<file path="config.mk">
export PLATFORM = sky130hd
export DESIGN_NAME = fetch_unit
export DESIGN_NICKNAME = d
export VERILOG_FILES = /design/src/rtl/cpu_types_pkg.sv /design/src/rtl/ifid_reg.sv /design/src/rtl/fetch_unit.sv
export SDC_FILE = /design/constraint.sdc
export NUM_CORES = 1
export LEC_CHECK = 0
export CAP_MARGIN = 25
export CORE_MARGIN = 2
export CORE_UTILIZATION = 50
export DETAILED_ROUTE_END_ITERATION = 8
export PLACE_DENSITY = 0.81
export SYNTH_ARGS = -nofsm -noshare
export SYNTH_HDL_FRONTEND = slang
export SYNTH_SLANG_ARGS = --single-unit
</file>
<file path="constraint.sdc">
create_clock -name CLK -period 2.3 [get_ports CLK]
set_input_delay 0.575 -clock CLK [delete_from_list [all_inputs] [get_ports CLK]]
set_output_delay 0.575 -clock CLK [all_outputs]
set_load 0.05 [all_outputs]
</file>
<file path="src/rtl/cpu_types_pkg.sv">
// ============================================================================
// cpu_types_pkg : shared CPU word, opcode, fetch-state and IF/ID types | rev 1.0
// ============================================================================
`default_nettype none

package cpu_types_pkg;

  typedef logic [31:0] word_t;

  typedef enum logic [5:0] {
    OP_RTYPE = 6'h00,
    OP_J     = 6'h02,
    OP_JAL   = 6'h03,
    OP_BEQ   = 6'h04,
    OP_BNE   = 6'h05,
    OP_ADDIU = 6'h09,
    OP_ANDI  = 6'h0C,
    OP_ORI   = 6'h0D,
    OP_LUI   = 6'h0F,
    OP_LW    = 6'h23,
    OP_SW    = 6'h2B,
    OP_HALT  = 6'h3F
  } opcode_t;

  typedef enum logic [1:0] {
    FETCH = 2'd0,
    DRAIN = 2'd1,
    HALT  = 2'd2
  } fetch_state_t;

  typedef struct packed {
    word_t instr;
    word_t pc;
    word_t npc;
    logic  valid;
  } ifid_t;

  localparam word_t c_pc_step = 32'd4;
  localparam ifid_t c_ifid_bubble = '0;

  // Wraps modulo 2^32 by construction.
  function automatic word_t next_pc(input word_t pc);
    return pc + c_pc_step;
  endfunction

endpackage

`default_nettype wire

</file>
<file path="src/rtl/ifid_reg.sv">
// ============================================================================
// ifid_reg : IF/ID pipeline register, flush beats enable, bubble = 0 | rev 1.0
// ============================================================================
`default_nettype none

module ifid_reg
  import cpu_types_pkg::*;
(
  input  logic  CLK,
  input  logic  nRST,
  input  logic  i_en,
  input  logic  i_flush,
  input  ifid_t i_d,
  output ifid_t o_q
);

  ifid_t r_q;

  always_ff @(posedge CLK or negedge nRST) begin
    if (!nRST) begin
      r_q <= c_ifid_bubble;
    end else if (i_flush) begin
      r_q <= c_ifid_bubble;
    end else if (i_en) begin
      r_q <= i_d;
    end
  end

  assign o_q = r_q;

endmodule

`default_nettype wire

</file>
<file path="src/rtl/fetch_unit.sv">
// ============================================================================
// fetch_unit : PC, redirect-drain/halt FSM and IF/ID register | rev 1.0
// ============================================================================
`default_nettype none

module fetch_unit
  import cpu_types_pkg::*;
#(
  parameter word_t PC_INIT = 32'h00000000
) (
  input  logic  CLK,
  input  logic  nRST,
  input  logic  freeze,
  input  logic  flush,
  input  logic  redirect,
  input  word_t redirect_pc,
  input  logic  halt,
  input  logic  ihit,
  input  word_t iload,
  output logic  imemREN,
  output word_t imemaddr,
  output word_t ifid_instr,
  output word_t ifid_pc,
  output word_t ifid_npc,
  output logic  ifid_valid,
  output logic  halted
);

  fetch_state_t r_state, w_state_nxt;
  word_t        r_pc, w_pc_nxt;
  word_t        r_tgt, w_tgt_nxt;
  logic         w_go_halt;
  logic         w_ifid_load;
  logic         w_ifid_bubble;
  ifid_t        w_ifid_d;
  ifid_t        w_ifid_q;

  always_ff @(posedge CLK or negedge nRST) begin
    if (!nRST) begin
      r_state <= FETCH;
      r_pc    <= PC_INIT;
      r_tgt   <= '0;
    end else begin
      r_state <= w_state_nxt;
      r_pc    <= w_pc_nxt;
      r_tgt   <= w_tgt_nxt;
    end
  end

  always_comb begin
    w_state_nxt   = r_state;
    w_pc_nxt      = r_pc;
    w_tgt_nxt     = r_tgt;
    w_go_halt     = halt & ~flush & ~redirect;
    w_ifid_load   = 1'b0;
    w_ifid_bubble = 1'b1;
    w_ifid_d      = '{instr: iload, pc: r_pc, npc: next_pc(r_pc), valid: 1'b1};

    unique case (r_state)
      FETCH: begin
        w_ifid_load   = ihit & ~redirect & ~w_go_halt & ~freeze & ~flush;
        w_ifid_bubble = flush | (~freeze & ~w_ifid_load);
        if (w_go_halt) begin
          w_state_nxt = HALT;
        end else if (redirect) begin
          if (ihit) begin
            w_pc_nxt = redirect_pc;
          end else begin
            w_tgt_nxt   = redirect_pc;
            w_state_nxt = DRAIN;
          end
        end else if (ihit & ~freeze & ~flush) begin
          w_pc_nxt = next_pc(r_pc);
        end
      end

      // The old request must complete before the new target can be issued.
      DRAIN: begin
        w_ifid_bubble = flush | ~freeze;
        if (w_go_halt) begin
          w_state_nxt = HALT;
        end else if (redirect) begin
          if (ihit) begin
            w_pc_nxt    = redirect_pc;
            w_state_nxt = FETCH;
          end else begin
            w_tgt_nxt = redirect_pc;
          end
        end else if (ihit) begin
          w_pc_nxt    = r_tgt;
          w_state_nxt = FETCH;
        end
      end

      HALT: begin
        w_ifid_bubble = 1'b1;
      end

      default: begin
        w_state_nxt   = FETCH;
        w_ifid_bubble = 1'b1;
      end
    endcase
  end

  ifid_reg u_ifid_reg (
    .CLK     (CLK),
    .nRST    (nRST),
    .i_en    (w_ifid_load),
    .i_flush (w_ifid_bubble),
    .i_d     (w_ifid_d),
    .o_q     (w_ifid_q)
  );

  assign imemREN    = (r_state != HALT);
  assign imemaddr   = {r_pc[31:2], 2'b00};
  assign halted     = (r_state == HALT);
  assign ifid_instr = w_ifid_q.instr;
  assign ifid_pc    = w_ifid_q.pc;
  assign ifid_npc   = w_ifid_q.npc;
  assign ifid_valid = w_ifid_q.valid;

endmodule

`default_nettype wire

</file>
==> run metrics <==
core box area 15700 um2; input/output buffers 199; Mapped Area 7970 um2; CP startpoint r_pc[30]; die height 130 um; DR iter-0 viols 699; worst hold margin 0.0456 ns; via count 7058; PwrDens 1040 nW/um2; Hold Vio Cnt, Final 0; Yosys top cell area share 50.6%; Synth warnings 0; Ports 202; Min-Delay Path Class in -> async; fin nets 1005; Tot GR Track Use 28.7%; Seq/Total Area, Yosys 50.6%; area of the multi-input gates 3330 um2; Yosys reg bits 161; slowest stage delay, CP 0.82 ns; GP Congestion 0.907; total grt overflow 0; Max VDD drop 0.618 mV; Clock Pin Slew Worst Setup and Hold Paths 0.07 ns; Post-route DRC 0; CTS H-tree depth 4; Crit-path slowest cell clkdlybuf4s50_1; Antenna Diode Count 0; vias in the first global route 6706; total CTS buffers 17; Root Driver clkbuf_16; cells after synthesis 735; sequential cell area 4030 um2; Post-CTS Setup Bufs 0; clk sinks 161; Max clock buf depth 2; # fillers 1179; dominant cell type by area after synthesis dfrtp_1; Max Freq 451 MHz; dpl hpwl 17.5 mm; row count 46; Placed Cells 1130; CTS tree yes; die width 130 um; wire per inst 20.8 um; Post-Layout Cell Count 1162; Final setup viols 0; max-slew violation count 0; clock skew 0.00877 ns; largest net degree at the start of global routing 64; critical path launch point type flop; critical path required time 1.73 ns; drt first pass iters 8; crit-path cells clkdlybuf4s50_1; Worst Path Max Fanout 4; CTS-repair resized insts 6; min Tclk post-route 2.21 ns; die area 17000 um2; arrival time at the worst endpoint 1.64 ns; ys flop type dfrtp_1; CP Buf/Inv Count 1; Initial Util 50.7%; DRT Wirelength 24.2 mm; Layout area overhead 38.0%; most frequent cells in the layout clkdlybuf4s50_1, dfrtp_1, buf_4; Post-synth ARST share 100%; worst r2r src r_pc[2]; Post-synth EDFFs 0; status complete, no violations; clk_lat worst skew 0.42 ns; initial antenna violation count 0; Avg Inst Size Synth 10.8 um2; Slew headroom 52.0%; Max Cap Viol 0; DR vias/cell 6.07; commonest non-fill, non-tap cell in the layout clkdlybuf4s50_1; ranking of synthesized cells by area dfrtp_1, a22o_1, mux2_2; ratio of cells with drive above 1 in the final layout 19.8%; number of routed nets with antenna violations 0; Static Leak 4.73 nW; CP Class reg -> out; count of cell types in the netlist 67; fin crit share 96.3%; Critical Path End Type primary output; first-pass GRT wire length 37.2 mm; Hold-fix buffers, CTS 0; actual slew at the worst max-slew pin 0.719 ns; Crit path max-delay family buffers and inverters; setup repair after global routing missed its margin false
==> metal layers <==
metal / up-vias / routed length (um) / global-route usage (%)
li1: 3140 / - / -
met1: 3482 / 10300 / 39.8
met2: 390 / 11100 / 44.7
met3: 46 / 2190 / 6.23
met4: 0 / 525 / 9.99
met5: - / 0 / 0
==> metrics by stage <==
stage | power, mW | setup slack (ns) | area [um2] | TNS [ns] | util, %
final | 11.4 | 0.0850 | 11000 | 0 | 70.0
after global routing | 11.9 | 0.0178 | 11000 | 0 | 70.0
after CTS | 11.4 | 0.0586 | 11000 | 0 | 70.0
after detailed placement | 8.37 | -0.181 | 10400 | -6.89 | 66.0
after global placement | 8.28 | -0.124 | 10400 | -2.81 | 66.0
after floorplan | 6.99 | 0.200 | 7970 | 0 | -
==> registers in the layout (all words and copies together) (netlist names) <==
register        count
r_state             2
r_tgt              32
u_ifid_reg.o_q     95
r_pc               32
==> worst paths after layout <==
kind                                 endpoint  slack (ns)  cells after the start
max reg2reg                u_ifid_reg.o_q[29]        0.14                      5
min reg2reg                u_ifid_reg.o_q[11]        0.48                      1
min                                 r_tgt[14]        0.05                      1
min in group CLK           u_ifid_reg.o_q[11]        0.48                      1
max in group asynchronous            r_pc[28]        1.56                      2
max                              imemaddr[30]        0.09                      1
==> cells in the mapped netlist, drive strengths merged (10+ instances only) <==
master   count
nand3       31
mux2i       19
buf         68
dfrtp      161
o2bb2ai     11
nand4       16
a222oi      12
nand2       65
mux2        36
o211ai      16
o21ai       33
a22o        66
nor3        12
inv         12
xnor2       10
clkbuf      33
nor2        15
==> cells by family (layout without fill, tap and decap cells) <==
kind of cell             after synthesis  count (layout)  synth area share, %
adder cells (fa/ha/maj)                1               1                0.157
XOR/XNOR                              10              10                 1.10
buffers and inverters                114             324                 7.77
other                                  1               2               0.0471
AO/OA/AOI/OAI                        195             195                 19.3
flip-flops                           161             161                 50.6
multiplexers                          55              55                 7.48
AND/OR/NAND/NOR                      198             198                 13.6
==> area by class of cell <==
type,instances,area share [%]
clock inverter,12,1.65
timing repair buffer,279,24.4
tap,216,2.46
multi-input combinational,461,30.3
clock buffer,20,4.06
inverter,13,0.444
sequential,161,36.6
==> power by group <==
part	internal, mW	switching (mW)	total [mW]
Combinational	1.67	2.71	4.37
Sequential	3.37	0.629	4.00
Clock	1.85	1.17	3.02
(Power assumes the default switching activity.)
